[src/rtl/idma_multi_ch_event_ctrl.sv]
// Per-channel iDMA event tracker: outstanding count, done-IRQ coalescing, error capture, IDLE/ACTIVE/ERROR FSM.
// Optional IDMA_EVT_IDLE_FLUSH_EN: a channel going ACTIVE->IDLE flushes a partial coalescing batch as a done IRQ.
module idma_multi_ch_event_ctrl #(
  parameter int unsigned NUM_CH = 2,
  parameter int unsigned CNT_W  = 8,
  parameter int unsigned COAL_W = 4
) (
  input  logic                     clk_i,
  input  logic                     rst_i,
  input  logic [NUM_CH-1:0]        start_i,
  input  logic [NUM_CH-1:0]        done_i,
  input  logic [NUM_CH-1:0]        error_i,
  input  logic [NUM_CH-1:0]        busy_i,
  input  logic [NUM_CH-1:0]        irq_en_i,
  input  logic [NUM_CH*COAL_W-1:0] coal_thr_i,
  input  logic [NUM_CH-1:0]        clr_i,
  output logic [NUM_CH*CNT_W-1:0]  outstanding_o,
  output logic [NUM_CH-1:0]        done_irq_o,
  output logic [NUM_CH-1:0]        err_irq_o,
  output logic [NUM_CH-1:0]        idle_o,
  output logic                     any_irq_o
);

  localparam logic [1:0] ST_IDLE   = 2'd0;
  localparam logic [1:0] ST_ACTIVE = 2'd1;
  localparam logic [1:0] ST_ERROR  = 2'd2;

  logic [NUM_CH-1:0] done_sticky;
  logic [NUM_CH-1:0] err_sticky;

  for (genvar i = 0; i < NUM_CH; i++) begin : g_ch
    logic [1:0]        st_q, st_n;
    logic [CNT_W-1:0]  cnt_q, cnt_n;
    logic [COAL_W-1:0] coal_q, coal_n;
    logic              done_q, done_n;
    logic              err_q, err_n;
    logic [COAL_W-1:0] thr_eff;
    logic [COAL_W:0]   coal_inc;
    logic              inc, dec, ovf, udf;
    logic              err_set, done_set;

    assign thr_eff  = (coal_thr_i[i*COAL_W +: COAL_W] == '0) ? COAL_W'(1)
                                                             : coal_thr_i[i*COAL_W +: COAL_W];
    assign coal_inc = {1'b0, coal_q} + (COAL_W+1)'(1);

    always_comb begin
      inc      = start_i[i] & ~done_i[i];
      dec      = done_i[i] & ~start_i[i];
      ovf      = inc && (cnt_q == '1);
      udf      = dec && (cnt_q == '0);
      err_set  = error_i[i] | ovf | udf;
      done_set = 1'b0;

      cnt_n = cnt_q;
      if (inc && !ovf)
        cnt_n = cnt_q + CNT_W'(1);
      else if (dec && !udf)
        cnt_n = cnt_q - CNT_W'(1);

      // ">=" rather than "==" so a lowered threshold fires on the next done
      coal_n = coal_q;
      if (done_i[i]) begin
        if (coal_inc >= {1'b0, thr_eff}) begin
          coal_n   = '0;
          done_set = 1'b1;
        end else begin
          coal_n = coal_inc[COAL_W-1:0];
        end
      end
      if (clr_i[i])
        coal_n = '0;

      st_n = st_q;
      if (err_set) begin
        st_n = ST_ERROR;
      end else begin
        case (st_q)
          ST_IDLE:   if (cnt_n != '0) st_n = ST_ACTIVE;
          ST_ACTIVE: if (cnt_n == '0 && !busy_i[i]) st_n = ST_IDLE;
          ST_ERROR:  if (clr_i[i]) st_n = (cnt_n == '0 && !busy_i[i]) ? ST_IDLE : ST_ACTIVE;
          default:   st_n = ST_IDLE;
        endcase
      end

`ifdef IDMA_EVT_IDLE_FLUSH_EN
      if (st_q == ST_ACTIVE && st_n == ST_IDLE && coal_n != '0) begin
        coal_n   = '0;
        done_set = 1'b1;
      end
`endif

      // Set events take priority over the acknowledge
      done_n = done_set ? 1'b1 : (clr_i[i] ? 1'b0 : done_q);
      err_n  = err_set  ? 1'b1 : (clr_i[i] ? 1'b0 : err_q);
    end

    always_ff @(posedge clk_i) begin
      if (rst_i) begin
        st_q   <= ST_IDLE;
        cnt_q  <= '0;
        coal_q <= '0;
        done_q <= 1'b0;
        err_q  <= 1'b0;
      end else begin
        st_q   <= st_n;
        cnt_q  <= cnt_n;
        coal_q <= coal_n;
        done_q <= done_n;
        err_q  <= err_n;
      end
    end

    assign outstanding_o[i*CNT_W +: CNT_W] = cnt_q;
    assign idle_o[i]      = (st_q == ST_IDLE);
    assign done_sticky[i] = done_q;
    assign err_sticky[i]  = err_q;
  end

  assign done_irq_o = done_sticky & irq_en_i;
  assign err_irq_o  = err_sticky & irq_en_i;
  assign any_irq_o  = |(done_irq_o | err_irq_o);

endmodule

[config.mk]
export PLATFORM = sky130hd
export DESIGN_NAME = idma_multi_ch_event_ctrl
export DESIGN_NICKNAME = d
export VERILOG_FILES = /design/src/rtl/idma_multi_ch_event_ctrl.sv
export SDC_FILE = /design/constraint.sdc
export NUM_CORES = 1
export LEC_CHECK = 0
export CELL_PAD_IN_SITES_DETAIL_PLACEMENT = 1
export CELL_PAD_IN_SITES_GLOBAL_PLACEMENT = 1
export CORE_MARGIN = 2
export CORE_UTILIZATION = 34
export CTS_CLUSTER_DIAMETER = 100
export DETAILED_ROUTE_END_ITERATION = 8
export PLACE_DENSITY_LB_ADDON = 0.1
export SETUP_SLACK_MARGIN = 0.3
export SYNTH_ARGS = -nofsm -noshare
export SYNTH_HDL_FRONTEND = slang
export SYNTH_SLANG_ARGS = --single-unit
[constraint.sdc]
create_clock -name clk_i -period 2.03 [get_ports clk_i]
set_input_delay 0.406 -clock clk_i [delete_from_list [all_inputs] [get_ports clk_i]]
set_output_delay 0.406 -clock clk_i [all_outputs]
set_load 0.02 [all_outputs]
# Word level (Yosys, flattened, before mapping)
# Index checks and enable logic that the tools add are counted.
# Widths: inputs -> output; s select.
classes:
  add_sub_neg: 6
  n_lt_le_gt_ge: 2
  eq_ne: 18
  n_mux: 30
  bitwise_logic: 15
  reduce_logical: 39
ops:
  columns: ["cell", "count"]
  rows:
  - ["$logic_not 8->1", 4]
  - ["$mux 8", 4]
  - ["$add 8x1->8 const B", 2]
  - ["$eq 8x8->1 const B", 2]
  - ["$mux 2", 8]
  - ["$mux 4", 4]
  - ["$reduce_bool 8->1", 2]
  - ["$sub 8x1->8 const B", 2]
  - ["$mux 1", 12]
  - ["$ne 3x3->1 const B", 4]
  - ["$pmux 2 s3", 2]
  - ["$reduce_and 3->1", 4]
  - ["$add 4x1->5 const B", 2]
  - ["$ge 5x4->1", 2]
  - ["$logic_and 1x1->1", 10]
  - ["$reduce_or 2->1", 5]
  - ["$logic_not 4->1", 2]
  - ["$ne 2x2->1 const B", 4]
  - ["$reduce_bool 2->1", 4]
  - ["$logic_not 1->1", 6]
  - ["$ne 3x1->1 const B", 2]
  - ["$and 1x1->1", 4]
  - ["$and 2x2->2", 2]
  - ["$eq 2x1->1 const B", 2]
  - ["6 further kinds", 15]
word_totals:
  ff_bits: 32
  in_bits: 22
  word_cells: 122

# Logic depth before layout (Yosys ltp)
# Gate-level depths: netlist (run 1).
logic_depth:
  ltp_word: 13
  depth_mapped: 9
  depth_no_buf: 9

# Least setup slack after synthesis (run 1)
# OpenSTA, ideal clock, no wires.
synth_path:
  kind: "register to register"
  from: "reg g_ch[0].cnt_q[0]"
  to: "reg g_ch[0].st_q[0]"
  arrival_time_ns: 2.042
  setup_slack_ns: -0.139
  path_stages_with_launch: 9
  n_path_buf: 0
  path_cell_list: "dfxtp_1 > inv_1 > ha_1 > or3b_2 > o211a_1 > or3_1 > o2bb2ai_1 > nor3_1 > a31oi_1"
synth_via:
  elab_chain_len: 11
synth_rtl:
  columns: ["element", "line_no", "source"]
  rows:
  - ["start: declaration", "33", "logic [CNT_W-1:0] cnt_q, cnt_n;"]
  - ["start signal: assignment", "106", "cnt_q <= cnt_n;"]
  - ["branches (longest 11 deep; another with $sub 8x1->8)", null, null]
  - ["end signal: assignment", "105", "st_q <= st_n;"]
  - ["end: declaration", "32", "logic [1:0] st_q, st_n;"]
# Parallel ways; which one is timed is not known. The select of a mux whose other input is x is not followed.
# A chain may end at the register's enable or synchronous reset.

# Worst setup path after layout (run 1)
# Ends and elaborated chain as after synthesis.

==> impl_metrics.env, run 1 <==
export IMPL_synthArstFlopShare_pct=0
export IMPL_h_tree_depth=2
export IMPL_synth_top_area_share_pct=29.16
export IMPL_io_pins=45
export IMPL_grt_pass1_vias=2554
export IMPL_slew_violations=0
export IMPL_routedWlPerCell_um=20.20
export IMPL_ys_flop_type="dfxtp_1"
export IMPL_nets=413
export IMPL_vias_per_cell=5.532
export IMPL_fin_crit_sh_pct=107.5
export IMPL_clk_pin_slew_ns=0.08
export IMPL_die_x_um=84.39
export IMPL_slew_headroom_pct=69.61
export IMPL_worst_hold_slack_ns=0.4758
export IMPL_critPathKind="reg -> reg"
export IMPL_wirelength_um=9151
export IMPL_cts_hold_buf=0
export IMPL_p_int_w=0.002538
export IMPL_yosysMostFrequentCell="dfxtp_1"
export IMPL_grt_pass1_wl_um=12430
export IMPL_dp_worst_setup_slack_ns=-0.5423
export IMPL_antenna_found_initial=0
export IMPL_dpl_hpwl_um=5123
export IMPL_fin_ws_ns=-0.1517
export IMPL_pwr_density_cell_nw_per_um2=1093
export IMPL_initialDrtViolationCount=75
export IMPL_worstPathMaxFanout=4
export IMPL_cp_arrival_ns=2.35
export IMPL_synth_edf_count=0
export IMPL_setup_tns_ns=-0.2836
export IMPL_combPwrFrac_pct=67.2
export IMPL_grt_usage_pct=21.21
export IMPL_fin_crit_ns=2.182
export IMPL_floorplan_initialDensity_pct=34.80
export IMPL_rows=29
export IMPL_fill_cells=673
export IMPL_synth_cells=265
export IMPL_root_buffer="clkbuf_8"
export IMPL_ys_seq_area_share_pct=29.16
export IMPL_cts_buffers_inserted=5
export IMPL_clock_sinks=32
export IMPL_netSwitchingFraction_pct=42.81
export IMPL_cts_buffer_depth=2
export IMPL_ir_worst_vdd_mv=0.7415
export IMPL_dr_pass1_iters=4
export IMPL_grt_start_max_net_pins=33
export IMPL_final_antenna_net_count=0
export IMPL_place_congestion=0.8697
export IMPL_synth_area_um2=2197
export IMPL_design_die_area_um2=7121
export IMPL_run_status="finished, violations left"
export IMPL_p_leak_nw=1.768
export IMPL_insertion_delay_ns=0.29
export IMPL_netlist_cell_type_count=53
export IMPL_yosys_warnings=0
export IMPL_hold_viol=0
export IMPL_max_cap_violations=0
export IMPL_drc=0
export IMPL_routed_wl_met3_um=207
export IMPL_grt_setup_unrepaired="true"
export IMPL_violations="setup timing"
export IMPL_cp_required_ns=2.20
export IMPL_start_kind="register"
export IMPL_portBuffers=44
export IMPL_fp_dieH_um=84.39
export IMPL_min_path_type="reg -> reg"
export IMPL_yosys_top_cells_area="dfxtp_1 (29%), ha_1 (9.1%), nor2b_1 (5.7%), nand2b_1 (4.8%), xnor2_1 (4.8%)"
export IMPL_via_count=2506
export IMPL_met2_length_um=5043
export IMPL_syn_area_per_cell_um2=8.291
export IMPL_layout_drive_gt1_share_pct=55.59
export IMPL_p_seq_share_pct=21.6
export IMPL_met1_length_um=3717
export IMPL_yosysTopAreaCell="dfxtp_1"
export IMPL_cts_tree="built"
export IMPL_clock_skew_final_ns=0.01636
export IMPL_synthesis_nets=303
export IMPL_finalSetupViolCount=3
export IMPL_diodes=0
export IMPL_crit_path_end_kind="register"
export IMPL_switching_power_w=0.001900
export IMPL_syn_to_final_growth_pct=84.74
export IMPL_grt_ovfl_total=0
export IMPL_synthTopCellsByCount="dfxtp_1 (32), nor2b_1 (20), nand2b_1 (17)"
export IMPL_clkPwrFrac_pct=11.2
export IMPL_timing_fmax_ghz=0.4583
export IMPL_core_area_um2=6314
export IMPL_top_layer_used="met4"
export IMPL_tightest_slew_ns=0.4524
export IMPL_synth_seq_cells=32
what timing repair did:
| action | in CTS | in global routing |
|---|---|---|
| setup endpoints to repair | 51 | 33 |
| gates resized for setup | 127 | 80 |
| pin swaps | 29 | 44 |
| setup buffers | 8 | 12 |
routing by layer:
metal	up-vias	GRT usage [%]
li1	1175	-
met5	-	0
met1	1274	25.45
met4	0	3.463
met3	12	3.540
met2	45	40.12
power groups by stage:
stage               clock [W]  combinational (W)  sequential (W)
floorplan                   0            0.00106         0.00102
global placement            0            0.00189        0.000916
detailed placement          0            0.00195        0.000923
CTS                  0.000493            0.00222        0.000924
global route         0.000539            0.00315        0.000976
finish               0.000497            0.00298        0.000961
state kept, by name, indices dropped and copies added (netlist names):
name         flops
g_ch.cnt_q      16
g_ch.done_q      2
g_ch.err_q       2
g_ch.coal_q      8
g_ch.st_q        4
area by class of cell:
type | instances | area (um^2) | share of cell area, %
Multi-Input combinational cell | 208 | 2113 | 52.07
Timing Repair Buffer | 114 | 1011 | 24.91
Sequential cell | 32 | 676.9 | 16.68
Tap cell | 77 | 96.34 | 2.374
Inverter | 14 | 80.08 | 1.973
Clock buffer | 7 | 76.32 | 1.880
Clock inverter | 1 | 5.005 | 0.1233
placed cells by master, fill, tap and decap left out, types with 4 or more instances in the layout:
cell type / instances
a21oi_4: 4
and2_4: 5
nor2_1: 14
nand2_1: 9
nand2b_1: 13
dfxtp_1: 13
nor4_2: 4
nor3_1: 7
ha_4: 9
clkbuf_8: 5
o21ai_0: 4
dfxtp_4: 5
a22oi_2: 4
xnor2_2: 10
a31oi_1: 4
nand3_1: 4
a21oi_2: 4
nand2b_4: 4
clkdlybuf4s50_1: 7
inv_1: 4
buf_6: 23
a21o_1: 4
nor2b_1: 17
ha_1: 7
dlygate4sd2_1: 21
dfxtp_2: 14
a21oi_1: 8
inv_4: 5
buf_4: 48
buf_2: 8
kinds of logic after synthesis:
family                     synth area share, %
xor gates and xnor gates                 5.581
buffers and inverters                    4.669
DFF                                      29.16
and+or+nand+nor                          28.36
AOI/OAI and AO/OA                        20.73
adders and majority gates                9.112
muxes                                    2.392
critical path: stages, from the launching register on:
cell and delay, ns:
dfxtp_4 0.38, inv_4 0.06, ha_4 0.11, or3b_4 0.40
buf_6 0.14, o21ai_4 0.19, o22a_4 0.23, nor3_4 0.06
nor4_2 0.33, a31oi_1 0.15
path summary, 6_finish.rpt:
check | startpoint | end | slack [ns] | depth (start not counted)
setup / recovery | g_ch[0].cnt_q[0] | g_ch[0].st_q[0] | -0.15 | 9
hold reg to reg | g_ch[1].done_q | g_ch[1].done_q | 0.48 | 2
hold / removal | g_ch[1].done_q | g_ch[1].done_q | 0.48 | 2
setup reg to reg | g_ch[0].cnt_q[0] | g_ch[0].st_q[0] | -0.15 | 9
metrics by stage:
| step | instance area, um^2 | power [W] | utilization, % | instances |
|---|---|---|---|---|
| 2_1_floorplan | 2360 | 0.002088 | - | 265 |
| 3_3_place_gp | 3211 | 0.002808 | 50.85 | 425 |
| 3_5_place_dp | 3211 | 0.002870 | 50.85 | 425 |
| 4_1_cts | 3581 | 0.003637 | 56.72 | 441 |
| 5_1_grt | 4059 | 0.004670 | 64.29 | 453 |
| 6_report | 4059 | 0.004438 | 64.29 | 453 |
(Power assumes the default switching activity.)
==> run 2, diff against run 1 <==
--- a/config.mk
+++ b/config.mk
@@ -7,6 +7,7 @@
 export LEC_CHECK = 0
 export CELL_PAD_IN_SITES_DETAIL_PLACEMENT = 1
 export CELL_PAD_IN_SITES_GLOBAL_PLACEMENT = 1
+export CORE_ASPECT_RATIO = 0.6
 export CORE_MARGIN = 2
 export CORE_UTILIZATION = 34
 export CTS_CLUSTER_DIAMETER = 100
==> impl_metrics.env, run 2 (synthesis gave the netlist of run 1 again) <==
export IMPL_run_status="finished, violations left"
export IMPL_violations="setup timing"
export IMPL_critPathKind="in -> reg"
export IMPL_routedWlPerCell_um=23.58
export IMPL_fin_util_pct=68.85
export IMPL_clock_skew_final_ns=0.006612
export IMPL_crit_path_end_kind="register"
export IMPL_grt_pass1_vias=2561
export IMPL_cts_buffers_inserted=5
export IMPL_cts_tree="built"
export IMPL_core_area_um2=6166
export IMPL_wirelength_um=11130
export IMPL_largest_reg_flops=16
export IMPL_cp_num_buf_inv=2
export IMPL_initialDrtViolationCount=107
export IMPL_slew_violations=0
export IMPL_startpoint="start_i[0]"
export IMPL_fin_ws_ns=-0.2020
export IMPL_floorplan_initialDensity_pct=35.63
export IMPL_cts_buffer_depth=2
export IMPL_r2r_start="g_ch[0].cnt_q[0]"
export IMPL_cpMaxStageDelayCell="clkdlybuf4s50_1"
export IMPL_top_register="g_ch.cnt_q"
export IMPL_dr_pass1_iters=4
export IMPL_slew_headroom_pct=68.55
export IMPL_grt_start_max_net_pins=33
export IMPL_clock_sinks=32
export IMPL_portBuffers=44
export IMPL_fin_cells=472
export IMPL_crit_path_cell_trace="clkdlybuf4s50_1 -> nand2b_4 -> buf_4 -> a311oi_2 -> o21ai_0 -> o2bb2ai_2 -> nor3_2 -> a31oi_1"
export IMPL_grt_usage_pct=23.59
export IMPL_h_tree_depth=2
export IMPL_ir_worst_vdd_mv=0.5428
export IMPL_fin_crit_sh_pct=109.9
export IMPL_fp_dieH_um=66.27
export IMPL_die_x_um=107.8
export IMPL_min_path_type="reg -> reg"
export IMPL_layout_commonest_cell="buf_4"
export IMPL_max_cap_violations=0
export IMPL_design_die_area_um2=7142
export IMPL_cp_required_ns=2.20
export IMPL_nets=426
export IMPL_syn_to_final_growth_pct=93.22
export IMPL_hold_viol=0
export IMPL_hp_start="g_ch[1].st_q[1]"
export IMPL_diodes=0
export IMPL_dp_worst_setup_slack_ns=-0.5118
export IMPL_largestRegisters="g_ch.cnt_q (16), g_ch.coal_q (8), g_ch.st_q (4)"
export IMPL_crit_family="compound AO/OA/AOI/OAI gates"
export IMPL_vias_per_cell=5.566
export IMPL_grt_ovfl_total=0
export IMPL_worst_hold_slack_ns=0.4975
export IMPL_clk_pin_slew_ns=0.08
export IMPL_drc=0
export IMPL_root_buffer="clkbuf_8"
export IMPL_cp_arrival_ns=2.40
export IMPL_layout_drive_gt1_share_pct=57.47
export IMPL_placed_cells=430
export IMPL_slowest_delay_ns=0.59
export IMPL_setup_tns_ns=-0.9066
export IMPL_finalSetupViolCount=9
export IMPL_fill_cells=665
export IMPL_final_antenna_net_count=0
export IMPL_dpl_hpwl_um=5089
export IMPL_insertion_delay_ns=0.29
export IMPL_grt_setup_unrepaired="true"
export IMPL_pwr_density_cell_nw_per_um2=1143
export IMPL_timing_fmax_ghz=0.4480
export IMPL_start_kind="input port"
export IMPL_worstPathMaxFanout=6
export IMPL_io_pins=45
export IMPL_rows=22
export IMPL_tightest_slew_ns=0.4668
export IMPL_p_leak_nw=1.846
export IMPL_antenna_found_initial=0
export IMPL_layout_common_cells="buf_4 (61), buf_6 (23), dlygate4sd2_1 (19)"
export IMPL_place_congestion=0.8455
export IMPL_fin_crit_ns=2.232
export IMPL_grt_pass1_wl_um=13030
export IMPL_via_count=2627
run 2: cell count changes in the layout (fill, tap and decap cells not counted), sizes merged:
cell	before	now
buf	81	92
clkdlybuf4s15	2	3
clkinv	1	0
clkdlybuf4s50	7	10
dlygate4sd2	21	19
run 2: through the flow:
step	area, um^2	power [W]
floorplan	2360	0.002088
global placement	3204	0.002819
CTS	3705	0.003879
finish	4245	0.004854
global route	4245	0.005038
detailed placement	3204	0.002864
run 2: area by class of cell:
cell class	instances	area [um^2]	share of cell area (%)
multi-input cells	208	2155	50.75
repair buffers	127	1122	26.44
flip-flops and latches	32	681.9	16.06
well taps	84	105.1	2.476
clock buffers	7	96.34	2.269
inverters	14	85.08	2.004
run 2: path summary, 6_finish.rpt:
check / to / slack (ns) / depth (start not counted)
worst min register to register: g_ch[1].st_q[1] / 0.50 / 2
worst max register to register: g_ch[0].st_q[0] / -0.17 / 10
worst min-delay path: g_ch[1].st_q[1] / 0.50 / 2
worst max-delay path: g_ch[0].st_q[0] / -0.20 / 8
run 2: worst min-delay path: stages, from the launching register on:
cell and delay [ns]:
dfxtp_1 0.33, nand2_1 0.06, a21oi_1 0.06
run 2: per-layer routing:
layer	GRT usage, %	part of all wire, %	wire length (um)	vias up
li1	-	-	-	1202
met1	31.20	42	4642	1313
met2	40.33	51	5675	82
met3	3.941	4.3	479	30
met4	5.609	3.0	333	0
met5	0	0	0	-
run 2: where the power goes:
group | switching (W) | internal (W)
logic | 0.00161 | 0.00169
clock network | 0.000263 | 0.000303
registers | 0.000206 | 0.000781
total | 0.00208 | 0.00277
run 2: timing repair:
item                                    in CTS  in global routing
gates resized for setup                    135                 77
pin swaps                                   38                 42
buffers inserted                            15                 20
hold buffers                                 0                  0
endpoints found under the setup margin      48                 36
